==> config.mk <==
export PLATFORM = sky130hd
export DESIGN_NAME = prince_sr_rcadd
export DESIGN_NICKNAME = d
export VERILOG_FILES = /design/src/rtl/prince_sr_rcadd.sv
export SDC_FILE = /design/constraint.sdc
export NUM_CORES = 1
export LEC_CHECK = 0
export BUFFER_PORTS_ARGS = -buffer_cell sky130_fd_sc_hd__buf_4
export CELL_PAD_IN_SITES_DETAIL_PLACEMENT = 1
export CELL_PAD_IN_SITES_GLOBAL_PLACEMENT = 1
export CORE_UTILIZATION = 25
export DETAILED_ROUTE_END_ITERATION = 12
export PLACE_DENSITY_LB_ADDON = 0.12
export SYNTH_ARGS = -nofsm -noshare
export SYNTH_HDL_FRONTEND = slang
export SYNTH_SLANG_ARGS = --single-unit
==> constraint.sdc <==
create_clock -name clk -period 4.3 [get_ports clk]
set_clock_uncertainty 0.05 [all_clocks]
set_input_delay 1.075 -clock clk [delete_from_list [all_inputs] [get_ports clk]]
set_output_delay 1.075 -clock clk [all_outputs]
set_load 0.03 [all_outputs]
==> src/rtl/prince_sr_rcadd.sv <==
// PRINCE round stage: registers ShiftRows / round-constant / key addition with a 1..10 round counter
// behind a single-entry valid/ready output register. Define PRINCE_RC_ROM_EN to use the internal RC ROM instead of rc_in.
module prince_sr_rcadd #(
  parameter int RC_WIDTH = 64
) (
  input  logic                clk,
  input  logic                rst,
  input  logic                in_valid,
  output logic                in_ready,
  input  logic                in_first,
  input  logic [63:0]         data_in,
  input  logic [63:0]         key_in,
`ifndef PRINCE_RC_ROM_EN
  input  logic [RC_WIDTH-1:0] rc_in,
`endif
  output logic                out_valid,
  input  logic                out_ready,
  output logic [63:0]         data_out,
  output logic [3:0]          round_out,
  output logic                out_last
);

  // Element 15 is bits [63:60], i.e. state nibble 0.
  typedef logic [15:0][3:0] state_t;

  localparam logic [3:0] SR_IDX [16] = '{
    4'd0, 4'd5, 4'd10, 4'd15, 4'd4, 4'd9, 4'd14, 4'd3,
    4'd8, 4'd13, 4'd2, 4'd7, 4'd12, 4'd1, 4'd6, 4'd11
  };
  localparam logic [3:0] SRI_IDX [16] = '{
    4'd0, 4'd13, 4'd10, 4'd7, 4'd4, 4'd1, 4'd14, 4'd11,
    4'd8, 4'd5, 4'd2, 4'd15, 4'd12, 4'd9, 4'd6, 4'd3
  };

  localparam logic [3:0] ROUND_FIRST = 4'd1;
  localparam logic [3:0] ROUND_LAST  = 4'd10;
  localparam logic [3:0] ROUND_FWD_MAX = 4'd5;

  function automatic logic [63:0] shift_rows(input logic [63:0] s, input logic inv);
    state_t src;
    state_t dst;
    logic [3:0] idx;
    src = state_t'(s);
    dst = '0;
    for (int i = 0; i < 16; i++) begin
      idx = inv ? SRI_IDX[i] : SR_IDX[i];
      dst[4'(15 - i)] = src[4'd15 - idx];
    end
    return 64'(dst);
  endfunction

`ifdef PRINCE_RC_ROM_EN
  function automatic logic [63:0] rc_rom(input logic [3:0] r);
    logic [63:0] v;
    case (r)
      4'd1:    v = 64'h13198a2e03707344;
      4'd2:    v = 64'ha4093822299f31d0;
      4'd3:    v = 64'h082efa98ec4e6c89;
      4'd4:    v = 64'h452821e638d01377;
      4'd5:    v = 64'hbe5466cf34e90c6c;
      4'd6:    v = 64'h7ef84f78fd955cb1;
      4'd7:    v = 64'h85840851f1ac43aa;
      4'd8:    v = 64'hc882d32f25323c54;
      4'd9:    v = 64'h64a51195e0e3610d;
      4'd10:   v = 64'hd3b5a399ca0c2399;
      default: v = '0;
    endcase
    return v;
  endfunction
`endif

  logic [3:0]  r_q;
  logic [3:0]  r_use;
  logic [3:0]  r_next;
  logic [63:0] rc;
  logic [63:0] result;
  logic        accept;

  assign in_ready = !out_valid || out_ready;
  assign accept   = in_valid && in_ready;
  assign r_use    = in_first ? ROUND_FIRST : r_q;
  assign r_next   = (r_use == ROUND_LAST) ? ROUND_FIRST : r_use + 4'd1;

`ifdef PRINCE_RC_ROM_EN
  assign rc = rc_rom(r_use);
`else
  assign rc = 64'(rc_in);
`endif

  // NOTE: every variable assigned in always_comb gets a value on every path, so no latch is inferred.
  always_comb begin
    result = '0;
    if (r_use <= ROUND_FWD_MAX) result = shift_rows(data_in, 1'b0) ^ rc ^ key_in;
    else                        result = shift_rows(data_in ^ rc ^ key_in, 1'b1);
  end

  // NOTE: sequential state uses non-blocking assignments so all registers update from pre-edge values.
  always_ff @(posedge clk or posedge rst) begin
    if (rst) begin
      r_q       <= ROUND_FIRST;
      out_valid <= 1'b0;
      data_out  <= '0;
      round_out <= ROUND_FIRST;
      out_last  <= 1'b0;
    end else if (accept) begin
      r_q       <= r_next;
      out_valid <= 1'b1;
      data_out  <= result;
      round_out <= r_use;
      out_last  <= (r_use == ROUND_LAST);
    end else if (out_ready) begin
      out_valid <= 1'b0;
    end
  end

endmodule

== Word-level counts from Yosys, hierarchy flattened ==
Cells that the tools add are included.

* Add/subtract/negate cells: 1
* Order comparisons: 1
* Equality and inequality tests: 1
* Multiplexer cells: 5
* Bitwise gates (word level): 4
* Reductions and logical operators: 4

{| class="wikitable"
|+ Operators with widths
! operator !! number
|-
| bitwise XOR 56 bit || 2
|-
| two-way mux 64 bit || 1
|-
| bitwise XOR 32 x 64 -> 64 bit || 1
|-
| bitwise XOR 64 bit || 1
|-
| two-way mux 4 bit || 2
|-
| adder 4 x 1 -> 4 bit (second input constant) || 1
|-
| equality test 4 bit (second input constant) || 1
|-
| less-or-equal comparator 4 x 3 -> 1 bit (second input constant) || 1
|-
| two-way mux 1 bit || 2
|-
| nonzero test 2 bit || 1
|-
| logical AND 1 bit || 1
|-
| logical NOT 1 bit || 1
|-
| logical OR 1 bit || 1
|}

* Flip-flop bits (word level): 74
* Input bits: 197
* Output and inout bits: 71
* Logic and storage cells: 21

== Depth between registers and ports, before layout ==
Gate-level depths: netlist (run 1).

* Word-level depth: 4
* Gate-level depth with buffers: 6
* Mapped depth without buffers: 4

== Least setup slack after synthesis (run 1) ==
No wires, ideal clock.

* Kind: in2out
* Start: input port out_ready
* End: output port in_ready
* Data arrival time: 1.402 ns
* Data required time: 3.175 ns
* Setup slack: 1.773 ns
* Cell stages on the path: 1
* Path buffers: 0
* Cell sequence: nand2b_1

* Longest elaborated chain between the ends: 1

{| class="wikitable"
|+ Ends and longest elaborated chain
! what !! RTL line !! text
|-
| start, declared || 17 || <nowiki>input logic out_ready,</nowiki>
|-
| logical OR 1 bit || 79 || <nowiki>assign in_ready = !out_valid || out_ready;</nowiki>
|-
| end, declared || 9 || <nowiki>output logic in_ready,</nowiki>
|}

No other way between the ends.

== Worst setup path in the final report (run 1) ==
Same ends and word-level chain as after synthesis.

==> summary.json, run 1 <==
{
  "outcome": {
    "outcome": "completed"
  },
  "power": {
    "power.density_nw_per_um2": 448,
    "ir_worst_vdd_uv": 186,
    "power_frac_seq_pct": 33.3,
    "p_sw_share_pct": 39.0,
    "cellInternalPower_uw": 1770,
    "share_comb_of_total_power_pct": 42.8,
    "total_power_uw": 2900,
    "power_frac_clock_pct": 23.9,
    "p_switching_uw": 1130,
    "power.leakage_uw": 0.00297
  },
  "timing": {
    "setup_repair_after_global_routing_missed_its_margin": "false",
    "fin_crit_ps": 2770,
    "fin_tns_setup_ps": 0,
    "achievable-frequency_mhz": 362,
    "maxSlewHeadroom_pct": 27.1,
    "hold_viol_final": 0,
    "finalCritPeriodShare_pct": 64.3,
    "setup_viol": 0,
    "final_max_slew_viols": 0,
    "worst-slew-pin-transition_ps": 1090
  },
  "floorplan": {
    "io-pin-count": 268,
    "placement_row_count": 46,
    "core_area_um2": 16100,
    "total_die_area_um2": 17100,
    "die_height_um": 131,
    "fp.dieW_um": 131,
    "floorplan.initialDensity_pct": 25.8
  },
  "cts": {
    "clock_path_buffers": 2,
    "cts_inserted_buffers": 9,
    "clock_insertion_delay_worst_skew_ps": 330,
    "holdBufCountCts": 0,
    "cts_resized": 0,
    "root_buffer": "clkbuf_16",
    "cts.htree.levels": 3,
    "cts_setup_buffers": 0,
    "clkTransAtPathRegs_ps": 60,
    "clock_sinks": 74,
    "cts_tree": "built"
  },
  "placement": {
    "buffer_ports.inserted": 251,
    "gp_congestion": 0.712,
    "place_hpwl_mm": 10.4
  },
  "global_route": {
    "globalRouteTotalUtil_pct": 15.9,
    "first_global_vias": 4105,
    "grt_antenna_before_repair": 0,
    "grt_overflow_total": 0,
    "global_route_wire_length_before_repair_mm": 20.7,
    "grt_max_degree": 108
  },
  "synth": {
    "ys_dominant_reg_cell": "dfrtp_1",
    "synth_seq_cells": 74,
    "ys_warn_count": 0,
    "synth_nets": 637,
    "ys_types": 31,
    "synth_edf_count": 0,
    "synthTopCellsByArea": "dfrtp_1, xnor2_1, nand2_1",
    "syn_inst": 440,
    "share_of_flip_flops_with_an_asynchronous_set_or_reset_pct": 100,
    "synth_largest_type_area_fraction_pct": 43.4,
    "synth_top_area_cell": "dfrtp_1",
    "mappedNetlistArea_um2": 4150,
    "synth_common_cells": "xnor2_1, dfrtp_1, nand2_1",
    "synth_area_per_cell_um2": 9.43,
    "synth.yosys.seq_area_share_pct": 44.7,
    "synthMostInstantiatedCell": "xnor2_1"
  },
  "layout": {
    "n_fill_cell": 1854,
    "area_growth_pct": 56.0,
    "final_layout_size_suffix_gt1_share_pct": 40.8,
    "fin_nets": 873,
    "final_core_util_pct": 40.3,
    "diodes": 0
  },
  "worst_setup_path": {
    "type_of_destination_of_the_critical_path": "primary output",
    "critical_path.max_fanout": 5,
    "critical_path.startpoint_type": "input pin",
    "critical_path_class": "in -> out",
    "worst-endpoint-required_ps": 3170,
    "arr_time_crit_path_ps": 1640
  },
  "route": {
    "initialDrtViolationCount": 92,
    "dr.pass1.iters": 4,
    "route.final.wire_length_mm": 13.7,
    "drc": 0,
    "viasPerCell": 4.49,
    "vias": 4024,
    "postRouteAntennaNets": 0,
    "routed_length_per_placed_instance_um": 15.3
  },
  "job": {
    "cap_violations": 0
  },
  "hold_path": {
    "hold_path_class": "reg -> reg"
  }
}
## path summary, 6_finish.rpt
kind | startpoint | endpoint | slack [ps] | cells past startpoint
max reg2reg | r_q[1]$_DFFE_PP0P_ | data_out[36]$_DFFE_PP0P_ | 2190 | 4
min | data_out[60]$_DFFE_PP0P_ | data_out[60]$_DFFE_PP0P_ | 420 | 2
min in group asynchronous | rst | data_out[52]$_DFFE_PP0P_ | 670 | 2
max in group asynchronous | rst | data_out[56]$_DFFE_PP0P_ | 2720 | 3
min reg2reg | data_out[60]$_DFFE_PP0P_ | data_out[60]$_DFFE_PP0P_ | 420 | 2
max | out_ready | in_ready | 1530 | 3
## cells by family (layout without fill, tap and decap cells)
logic type,after synthesis,in the layout,share of synthesized area [%]
AO/OA/AOI/OAI,78,78,12.6
AND/OR/NAND/NOR,152,152,17.1
XOR/XNOR,104,104,22.0
buffers and inverters,32,273,3.59
flip-flops,74,74,44.7
## layer usage
layer / track usage [%] / vias to the layer above / share of wire, %
li1: - / 1966 / -
met1: 18.1 / 1908 / 40
met2: 29.1 / 135 / 52
met3: 3.38 / 15 / 6.6
met4: 6.15 / 0 / 1.6
met5: 0 / - / 0
## cells in the final DEF, fill, tap and decap left out
cell / count
nand2_4: 1
dfrtp_1: 72
clkinv_2: 4
and2_2: 1
buf_4: 254
and3b_2: 1
clkbuf_16: 9
xnor2_1: 96
o31ai_1: 33
a21oi_4: 1
a31oi_1: 8
dfstp_2: 2
nor2_1: 10
or2_2: 1
o21ai_0: 23
nand3b_1: 1
a31o_2: 1
nand3_1: 50
xor2_1: 8
a22oi_1: 1
nand2_1: 66
clkbuf_1: 3
o21a_1: 9
or3_1: 9
clkbuf_8: 1
nand2b_1: 2
nor2_4: 1
inv_1: 2
nor3b_1: 8
a21oi_1: 2
and2b_2: 1
## layout make-up
type                       count  area, um^2  share of cell area, %
sequential                    74        1850                   28.7
timing repair buffer         254        1910                   29.5
tap                          216         270                   4.18
inverter                       3        12.5                  0.193
multi-input combinational    334        2160                   33.4
clock buffer                  13         250                   3.87
clock inverter                 3        15.0                  0.232
## registers in the layout, summed over array words and instances (netlist names)
signal	flops
out_last	1
r_q	4
out_valid	1
data_out	64
round_out	4
## worst max-delay path: stages
cell and delay [ps]:
buf_4 100, nand2b_1 240, buf_4 220
## stage by stage
step | instances | hold WS (ps) | cell area, um^2 | setup WS, ps
after floorplan | 440 | 507 | 4150 | 1300
after global placement | 881 | 411 | 6200 | 1440
after detailed placement | 881 | 419 | 6200 | 1410
after CTS | 897 | 432 | 6470 | 1530
after global routing | 897 | 453 | 6470 | 1500
final | 897 | 425 | 6470 | 1530
## power groups by stage
stage          sequential [uW]  combinational (uW)  clock [uW]
3_3_place_gp               969                1240           0
4_1_cts                    968                1270         722
6_report                   965                1240         693
3_5_place_dp               980                1260           0
5_1_grt                    991                1340         743
2_1_floorplan             1270                 440           0
Power figures use the tool's default switching activity.
==> run 2: changes to the inputs <==
ABC_AREA = 1   (was unset)
clock period = 2.2 ns   (was 4.3 ns; I/O delays follow)
==> run 2 against run 1 <==
- combinational power up 91%
- global-route usage up 1.1 points
- worst hold slack worse by 160 ps
- critical path depth down 1
- critical path type is now reg -> out
- largest cell class unchanged
==> summary.json, run 2 <==
{
  "placement": {
    "gp_congestion": 0.749,
    "buffer_ports.inserted": 251,
    "place_hpwl_mm": 13.7
  },
  "worst_setup_path": {
    "worst-endpoint-required_ps": 1600,
    "arr_time_crit_path_ps": 1060,
    "rr_worst_depth": 6,
    "critical_path_class": "reg -> out",
    "rrSetupSlack_ps": 660,
    "type_of_destination_of_the_critical_path": "primary output",
    "worstReg2RegEnd": "out_last$_DFFE_PP0P_",
    "r2r-start": "out_valid$_DFFE_PP0P_",
    "critical_path.startpoint_type": "register",
    "critical_path.max_fanout": 3
  },
  "timing": {
    "setup_repair_after_global_routing_missed_its_margin": "false",
    "hold_slack_ps": 265,
    "final_max_slew_viols": 0,
    "maxSlewHeadroom_pct": 71.2,
    "hold_viol_final": 0,
    "achievable-frequency_mhz": 603,
    "finalCritPeriodShare_pct": 75.3,
    "fin_crit_ps": 1660,
    "setup_viol": 0,
    "worst-slew-pin-transition_ps": 432,
    "fin_tns_setup_ps": 0
  },
  "route": {
    "initialDrtViolationCount": 160,
    "route.final.wire_length_mm": 17.5,
    "drc": 0,
    "vias": 5664,
    "routed_length_per_placed_instance_um": 13.3,
    "dr.pass1.iters": 4,
    "viasPerCell": 4.30,
    "postRouteAntennaNets": 0
  },
  "cts": {
    "clock_path_buffers": 2,
    "cts_tree": "built",
    "root_buffer": "clkbuf_16",
    "cts_inserted_buffers": 9,
    "clkTransAtPathRegs_ps": 60,
    "clock_sinks": 74,
    "holdBufCountCts": 0,
    "cts_resized": 0,
    "cts.htree.levels": 3,
    "clock_insertion_delay_worst_skew_ps": 340,
    "cts_setup_buffers": 0
  },
  "floorplan": {
    "core_area_um2": 19700,
    "placement_row_count": 51,
    "io-pin-count": 268,
    "die_height_um": 144,
    "fp.dieW_um": 144,
    "floorplan.initialDensity_pct": 25.7,
    "total_die_area_um2": 20800
  },
  "power": {
    "power.leakage_uw": 0.00441,
    "power.density_nw_per_um2": 769,
    "ir_worst_vdd_uv": 280
  },
  "global_route": {
    "first_global_vias": 5565,
    "grt_max_degree": 75,
    "global_route_wire_length_before_repair_mm": 27.5,
    "grt_antenna_before_repair": 0,
    "grt_overflow_total": 0,
    "globalRouteTotalUtil_pct": 17.0
  },
  "synth": {
    "ys_dominant_reg_cell": "dfrtp_1",
    "synth_common_cells": "nand2_1, inv_1, nand3_1",
    "syn_inst": 795,
    "synthMostInstantiatedCell": "nand2_1",
    "synth_top_area_cell": "dfrtp_1",
    "synthTopCellsByArea": "dfrtp_1, nand2_1, nand3_1",
    "synth_edf_count": 0,
    "synth_nets": 992,
    "mappedNetlistArea_um2": 5050,
    "ys_types": 23,
    "ys_warn_count": 0,
    "synth.yosys.seq_area_share_pct": 36.7,
    "share_of_flip_flops_with_an_asynchronous_set_or_reset_pct": 100,
    "synth_largest_type_area_fraction_pct": 35.7,
    "synth_seq_cells": 74,
    "synth_area_per_cell_um2": 6.36
  },
  "layout": {
    "largest_reg_flops": 64,
    "fin_nets": 1244,
    "mostFrequentLayoutCell": "nand2_1",
    "diodes": 0,
    "final_layout_size_suffix_gt1_share_pct": 28.9,
    "area_growth_pct": 50.1,
    "largest_register": "data_out",
    "largestRegisters": "data_out: 64 flops, r_q: 4 flops, round_out: 4 flops",
    "layout_common_cells": "nand2_1, buf_4, nand3_1, inv_1, dfrtp_1"
  },
  "job": {
    "cap_violations": 0
  },
  "outcome": {
    "outcome": "completed"
  },
  "hold_path": {
    "hold_path_class": "in -> async"
  }
}
## run 2: changes by cell type after synthesis, sizes merged, moves of 7 or more
cell    change
nand3      +82
o21ai      +12
o21a        -7
nor3b       -8
or3         -9
or2         +7
nand2     +295
o31ai      -29
nor2        -8
clkbuf     -11
a31oi       -8
xnor2      -80
inv       +126
## run 2: cell families (layout without fill, tap and decap cells)
logic type	after synthesis	count (layout)	share of synthesized area, %
XOR/XNOR	24	24	4.16
AND/OR/NAND/NOR	506	506	42.1
buffers and inverters	148	405	12.1
AO/OA/AOI/OAI	43	43	4.95
flip-flops	74	74	36.7
## run 2: cell type report
type | instances | area, um^2
Multi-Input combinational cell | 573 | 2590
Clock inverter | 6 | 88.8
Sequential cell | 74 | 1850
Tap cell | 265 | 332
Inverter | 129 | 488
Timing Repair Buffer | 260 | 1990
Clock buffer | 10 | 239
Fill cell | 2589 | 12100
## run 2: worst max path at each step
stage | from | cells after the start | end
4_1_cts | out_valid$_DFFE_PP0P_ | 2 | in_ready
2_1_floorplan | out_ready | 8 | data_out[0]$_DFFE_PP0P_
6_report | out_valid$_DFFE_PP0P_ | 2 | in_ready
3_3_place_gp | out_ready | 8 | out_last$_DFFE_PP0P_
5_1_grt | out_valid$_DFFE_PP0P_ | 2 | in_ready
3_5_place_dp | out_ready | 8 | out_last$_DFFE_PP0P_
## run 2: layer usage
layer,vias up,global-route usage [%],share of wire [%]
met5,-,0,0
met3,11,4.37,7.1
li1,2939,-,-
met1,2574,20.8,44
met4,0,4.10,0.75
met2,140,29.6,48
## run 2: critical path, stage by stage, from the launching register on
cell	delay, ps
dfrtp_1	380
nand2_1	150
buf_4	190
## run 2: through the flow
step	cells	area, um^2	total power, uW	setup slack (ps)	utilization (%)
6_report	1317	7580	5830	543	38.6
5_1_grt	1317	7580	6220	490	38.6
4_1_cts	1317	7580	5950	521	38.6
3_5_place_dp	1301	7260	4260	359	36.9
3_3_place_gp	1301	7260	4220	380	36.9
2_1_floorplan	795	5060	3190	579	-
## run 2: power by group
part	total [uW]	switching, uW	internal, uW
registers	1820	164	1660
clock network	1640	614	1030
logic	2370	1440	922
==> run 3: changes to the inputs <==
ABC_AREA = 0   (was 1)
clock period = 1.4 ns   (was 2.2 ns; I/O delays follow)
==> run 3 against run 2 <==
- the run now ends with setup timing left
- final cell count fell by 30%
- sequential power grew 63%
- utilization up 5.3 points
- die area is 18% lower
- largest cell class unchanged
==> summary.json, run 3 (synthesized netlist as in run 1, its figures left out) <==
{
  "worst_setup_path": {
    "critical_path.max_fanout": 5,
    "cpMaxStageDelayCell": "dfrtp_1",
    "rr_worst_depth": 6,
    "type_of_destination_of_the_critical_path": "register",
    "critical_path_class": "reg -> reg",
    "worst-endpoint-required_ps": 1580,
    "worstReg2RegEnd": "r_q[3]$_DFFE_PP0P_",
    "critPathLaunch": "r_q[2]$_DFFE_PP0P_",
    "cp_cell_sequence": "buf_4 -> buf_6 -> and3b_2 -> a31o_4 -> a22oi_2 -> o21ai_1",
    "r2r-start": "r_q[2]$_DFFE_PP0P_",
    "critical_path.max_stage_delay_ps": 410,
    "rrSetupSlack_ps": -130,
    "critical_path.startpoint_type": "register",
    "arr_time_crit_path_ps": 1700
  },
  "hold_path": {
    "timing.hold.worst_endpoint": "out_valid$_DFFE_PP0P_",
    "hold_depth": 2,
    "hold_path_class": "in -> reg",
    "critical_hold_path_startpoint": "in_valid"
  },
  "floorplan": {
    "io-pin-count": 268,
    "die_height_um": 131,
    "floorplan.initialDensity_pct": 25.8,
    "fp.dieW_um": 131,
    "total_die_area_um2": 17100,
    "placement_row_count": 46,
    "core_area_um2": 16100
  },
  "timing": {
    "fin_ws_ps": -125,
    "fin_crit_ps": 1530,
    "finalCritPeriodShare_pct": 109,
    "hold_slack_ps": 204,
    "worst-slew-pin-transition_ps": 440,
    "setup_viol": 11,
    "maxSlewHeadroom_pct": 70.5,
    "setup_repair_after_global_routing_missed_its_margin": "true",
    "hold_viol_final": 0,
    "achievable-frequency_mhz": 656,
    "final_max_slew_viols": 0
  },
  "power": {
    "total_power_uw": 9640,
    "power.density_nw_per_um2": 1370,
    "power.leakage_uw": 0.00321,
    "ir_worst_vdd_uv": 585
  },
  "layout": {
    "fin_nets": 896,
    "final_layout_size_suffix_gt1_share_pct": 48.0,
    "largest_reg_flops": 64,
    "layout_common_cells": "buf_4, xnor2_1, dfrtp_1, nand2_1, nand3_1",
    "largest_register": "data_out",
    "finalNonFillerCells": 920,
    "diodes": 0,
    "fin_area_um2": 7050,
    "largestRegisters": "data_out: 64 flops, r_q: 4 flops, round_out: 4 flops",
    "n_fill_cell": 1848,
    "area_growth_pct": 69.9,
    "mostFrequentLayoutCell": "buf_4"
  },
  "route": {
    "postRouteAntennaNets": 0,
    "viasPerCell": 4.53,
    "initialDrtViolationCount": 95,
    "drc": 0,
    "route.final.wire_length_mm": 14.7,
    "vias": 4167,
    "dr.pass1.iters": 4,
    "routed_length_per_placed_instance_um": 16.0
  },
  "placement": {
    "placedCellCount": 898,
    "place_area_um2": 6470,
    "gp_congestion": 0.759,
    "buffer_ports.inserted": 251,
    "post-place-ws_ps": -134,
    "place_hpwl_mm": 11.2
  },
  "cts": {
    "cts.htree.levels": 3,
    "clock_path_buffers": 2,
    "cts_inserted_buffers": 9,
    "clkTransAtPathRegs_ps": 60,
    "root_buffer": "clkbuf_16",
    "cts_tree": "built",
    "clock_sinks": 74,
    "clock_insertion_delay_worst_skew_ps": 340
  },
  "global_route": {
    "first_global_vias": 4370,
    "globalRouteTotalUtil_pct": 16.9,
    "grt_overflow_total": 0,
    "grt_antenna_before_repair": 0,
    "grt_max_degree": 44,
    "global_route_wire_length_before_repair_mm": 21.7
  },
  "outcome": {
    "violations": "setup timing",
    "outcome": "finished with violations"
  },
  "job": {
    "cap_violations": 0
  }
}
[run 3: cell count changes in the layout (fill, tap and decap cells not counted), sizes merged, moves of 5 or more]
cell | previous run | this run
nor2 | 3 | 11
buf | 260 | 275
o21ai | 35 | 23
inv | 129 | 2
nand2 | 362 | 67
o31ai | 4 | 33
or2 | 8 | 1
xnor2 | 16 | 96
o21a | 2 | 9
a31oi | 0 | 8
or3 | 0 | 9
clkbuf | 10 | 15
nand3 | 132 | 50
nor3b | 0 | 8
[run 3: area by class of cell]
| type | count | area (um^2) | area share (%) |
|---|---|---|---|
| multi-input cells | 334 | 2380 | 33.8 |
| repair buffers | 277 | 2240 | 31.8 |
| flip-flops and latches | 74 | 1860 | 26.3 |
| clock buffers | 14 | 274 | 3.89 |
| well taps | 216 | 270 | 3.83 |
| inverters | 3 | 15.0 | 0.213 |
| clock inverters | 2 | 10.0 | 0.142 |
[run 3: repair_timing]
item / CTS / global route
hold buffers: 1 / 0
cloned: 0 / 1
pin swaps: 1 / 4
buffers inserted: 3 / 2
setup endpoints to repair: 39 / 62
hold endpoints to repair: 8 / 0
resized for setup: 21 / 31
[run 3: where the power goes]
group          internal [uW]  switching, uW
combinational           1940           2520
clock                   1340            884
sequential              2650            308
[run 3: per-layer routing]
| metal | vias to the layer above | wire (um) | global-route usage, % | share of wire, % |
|---|---|---|---|---|
| met5 | - | 0 | 0 | 0 |
| met4 | 0 | 290 | 6.96 | 2.0 |
| met3 | 22 | 897 | 3.58 | 6.1 |
| met2 | 143 | 7900 | 31.5 | 54 |
| met1 | 1997 | 5620 | 18.6 | 38 |
| li1 | 2005 | - | - | - |
[run 3: worst max-delay path by stage]
stage	cells after the start	end	slack (ps)
2_1_floorplan	5	data_out[4]$_DFFE_PP0P_	-70
3_3_place_gp	5	data_out[8]$_DFFE_PP0P_	-80
3_5_place_dp	5	data_out[5]$_DFFE_PP0P_	-130
4_1_cts	5	data_out[6]$_DFFE_PP0P_	-120
5_1_grt	5	data_out[6]$_DFFE_PP0P_	-190
6_report	6	r_q[3]$_DFFE_PP0P_	-130
[run 3: through the flow]
stage / TNS [ps] / utilization [%]
2_1_floorplan: -165 / -
3_3_place_gp: -1350 / 40.3
3_5_place_dp: -2350 / 40.3
4_1_cts: -887 / 42.8
5_1_grt: -3740 / 43.9
6_report: -773 / 43.9
[run 3: worst max-delay path: cells and delay by family (launching register included)]
kind | cells | cell delay, ps
flip-flops | 1 | 410
AND/OR/NAND/NOR | 1 | 210
buffers and inverters | 2 | 260
AO/OA/AOI/OAI | 3 | 480
